==> src/rtl/writeback_stage.sv <==
// Write-back stage: picks load data or ALU result for the register file.
// Both the data and the destination index are registered.
module writeback_stage #(
  parameter int DATA_WIDTH     = 64,
  parameter int REG_ADDR_WIDTH = 5
) (
  input  logic                      clk,
  input  logic                      resetl,
  input  logic                      Mem2Reg_WB,
  input  logic [REG_ADDR_WIDTH-1:0] RD_WB,
  input  logic [DATA_WIDTH-1:0]     ALUout_WB,
  input  logic [DATA_WIDTH-1:0]     ReadData_WB,
  output logic [REG_ADDR_WIDTH-1:0] RD,
  output logic [DATA_WIDTH-1:0]     MemtoRegOut
);

  logic [REG_ADDR_WIDTH-1:0] rd_d, rd_q;
  logic [DATA_WIDTH-1:0]     wb_data_d, wb_data_q;

  // RD = 0 is forwarded as-is; the register file drops writes to XZR.
  always_comb begin
    rd_d      = RD_WB;
    wb_data_d = ALUout_WB;
    if (Mem2Reg_WB) begin
      wb_data_d = ReadData_WB;
    end
  end

  always_ff @(posedge clk) begin
    if (!resetl) begin
      rd_q      <= '0;
      wb_data_q <= '0;
    end else begin
      rd_q      <= rd_d;
      wb_data_q <= wb_data_d;
    end
  end

  assign RD          = rd_q;
  assign MemtoRegOut = wb_data_q;

endmodule

==> config.mk <==
export PLATFORM = sky130hd
export DESIGN_NAME = writeback_stage
export DESIGN_NICKNAME = d
export VERILOG_FILES = /design/src/rtl/writeback_stage.sv
export SDC_FILE = /design/constraint.sdc
export NUM_CORES = 1
export LEC_CHECK = 0
export ABC_AREA = 1
export BUFFER_PORTS_ARGS = -buffer_cell sky130_fd_sc_hd__buf_4
export CAP_MARGIN = 20
export CORE_MARGIN = 2
export CORE_UTILIZATION = 44
export DETAILED_ROUTE_END_ITERATION = 10
export GPL_ROUTABILITY_DRIVEN = 1
export GPL_TIMING_DRIVEN = 0
export PLACE_DENSITY = 0.86
export SETUP_SLACK_MARGIN = 0.1
export SLEW_MARGIN = 15
export SYNTH_ARGS = -nofsm -noshare
export SYNTH_HDL_FRONTEND = slang
export SYNTH_SLANG_ARGS = --single-unit
==> constraint.sdc <==
create_clock -name clk -period 2.04 [get_ports clk]
set_clock_uncertainty 0.05 [all_clocks]
set_input_delay 0.306 -clock clk [delete_from_list [all_inputs] [get_ports clk]]
set_output_delay 0.306 -clock clk [all_outputs]
set_load 0.005 [all_outputs]
Yosys cells after proc, flatten, opt, wreduce, memory -nomap -nowiden. Cells that the tools add are included.

Multiplexer cells: 1.

Operator list (count): $mux 64 (1).

Bits in registers: 69. Bits of input ports: 136. Output and inout port bits: 69. Word-level logic and storage cells: 3.

Logic depth before layout (Yosys ltp).
Depth in word-level cells: 1. Gate-level depth with buffers: 5. Mapped depth without buffers: 4.

Least setup slack after synthesis. Ideal clock, no wire load.

Path kind: input-to-reg. From: input port resetl. To: register wb_data_q[58], in the netlist MemtoRegOut[58]. Data required time: 1.877 ns. Path slack: 1.112 ns. Cell stages on the path: 5. Data arrival time: 0.766 ns. Setup time: 0.113 ns. Buffers on the path: 3. Path through: buf_4 -> buf_6 -> buf_6 -> nand2_1 -> nor2_1.

RTL lines: start, declared (RTL line 8) `input logic resetl,`; end signal, assigned (RTL line 35) `wb_data_q <= wb_data_d;`; end, declared (RTL line 18) `logic [DATA_WIDTH-1:0] wb_data_d, wb_data_q;`.

Worst setup path in the final report.
From: register wb_data_q[15], in the netlist MemtoRegOut[15]. To: output port MemtoRegOut[15].

RTL lines: end, declared (RTL line 14) `output logic [DATA_WIDTH-1:0] MemtoRegOut`.

No word-level cell between the ends.

==> run metrics <==
die area=7070 um^2; IO buf count=202; slowest stage cell, crit path=dfxtp_1; Power Total=3.34 mW; Max H-tree Level=3; top layer in use=met4; M1 wire length=between 3000 and 4000 um; Reg power frac=0.440; met2 wire len=4040 um; Clk pwr share=0.378; share of cells above drive strength 1=0.374; clock tree from TritonCTS=done; minimum clock period=about 1.1 ns; gpl congestion=~0.8; final hold violations=0; WP data required=1.68 ns; Critical Path Source Type=flop; setup ws final=0.906 ns; count of yosys warnings during synthesis=0; Syn Inst Count=about 420; sequential fraction of the synthesis area=0.490; Gate power share=0.182; n_diodes=0; Die W=84.1 um; fin crit share=0.556; type of the worst setup path=flop to output pin; setup TNS=0 ns; P_sw=776 uW; largest net degree at the start of global routing=12; slew margin rel.=0.874; critical path peak fanout=1; initial core utilization=0.449; post-synthesis sequential element count=slightly below 70; IO Count=205; Place WS=slightly above 1 ns; commonest non-fill, non-tap cell in the layout=buf_4; MaxCap Viol Count=0; VDD IR max=0.000490 V; WL final=8120 um; Reg clk slew, reported paths=approximately 0.08 ns; CTS sink cnt=69; met3 wire len=just under 800 um; count of final max-slew check failures=0; Least-Margin Pin Slew=approximately 0.19 ns; Pre-Repair DR Iteration Count=4; cts hold-fix bufs=0; Achievable Freq=between 800 and 900 MHz; worst hold-check path type=primary input to flop; vias=3,064; Critical Path Max Stage Delay=0.31 ns; final setup violation count=0; post-route ant nets=0; Root Buffer=clkbuf_8; placed cell area=4430 um^2; Power Density=716 nW/um^2; CP Capture Type=output pin; CTS buffer count=9; Avg WL per Cell=between 10 and 15 um; Leak=~2.8 nW; critical path buffer and inverter count=1; fillcell total=between 400 and 500; Mapped Avg Cell Area=6.70 um^2; CP Cell Sequence=buf_4; Syn-to-layout area delta=65.1%; Syn Nets=557; RSZ-0062 raised after global routing=false; Switching Share=0.233; hpwl dp=around 6300 um; Nets=770; P_int=2.56 mW; vias in the first global route=about 3,000; total gr overflow=0; library cells used by synthesis=7; drt drc=0; cts repair resizes=0; setup bufs post-CTS=0; Clock Tree Buf Depth=2; CORE AREA=6280 um^2; crit path DAT=0.78 ns; Vias/cell=4.28; Iteration-0 DRC Markers=123; antenna violations before repair=0; fin area=4660 um^2; All-Layer GR Usage=0.229; status=complete, no violations; site row count=29; Die Y=84.1 um; first-pass GRT wire length=13,000 um; critical path's top delay family=flip-flops; Synth Cell Area=2820 um^2; most frequent cells in the layout=buf_4 (206), nand2_1 (133), nor2_1 (128)
per-stage QoR:
step / hold WS (ns) / std cells / util
after floorplan: 0.349 / 421 / -
after global placement: 0.436 / 700 / 0.706
after detailed placement: 0.438 / 700 / 0.706
after CTS: 0.0857 / 716 / 0.742
after global routing: 0.0806 / 716 / 0.742
final: 0.0959 / 716 / 0.742
Yosys cell counts:
| library cell | count | area [um^2] |
|---|---|---|
| buf_4 | 4 | 30.0 |
| dfxtp_1 | 69 | 1380 |
| buf_2 | 5 | 25.0 |
| buf_6 | 13 | 146 |
| nand2_1 | 133 | 499 |
| inv_1 | 69 | 259 |
| nor2_1 | 128 | 480 |
power groups by stage:
stage / sequential (mW) / combinational, mW / clock, mW
after CTS: 1.47 / 0.613 / 1.27
after detailed placement: 1.50 / 0.611 / 0
after global placement: 1.49 / 0.596 / 0
final: 1.47 / 0.608 / 1.26
after floorplan: 1.51 / 0.215 / 0
after global routing: 1.47 / 0.674 / 1.35
layer usage:
layer,vias up,GRT usage
met4,0,0.0953
li1,1604,-
met1,1303,0.246
met2,138,0.400
met5,-,0
met3,19,0.0861
final timing paths:
kind | startpoint | end | slack, ns | cells after the start
min | RD_WB[2] | RD[2]$_SDFF_PN0_ | 0.1 | 3
max | MemtoRegOut[15]$_SDFF_PN0_ | MemtoRegOut[15] | 0.91 | 1
logic make-up after synthesis:
family	share of synthesized area
buffers and inverters	0.163
and+or+nand+nor	0.347
DFF	0.490
flip-flops by register name, summed over array words and instances (netlist names):
| name | cells |
|---|---|
| MemtoRegOut | 64 |
| RD | 5 |
area by class of cell:
class	instances	area [um^2]	share of cell area
multi-input combinational	261	980	0.210
timing repair buffer	202	1520	0.325
inverter	69	259	0.0556
tap	77	96.3	0.0207
sequential	69	1380	0.296
buffer	22	201	0.0432
clock inverter	4	70.1	0.0150
clock buffer	12	155	0.0333
Note: power is estimated with default switching activity, not from simulation.
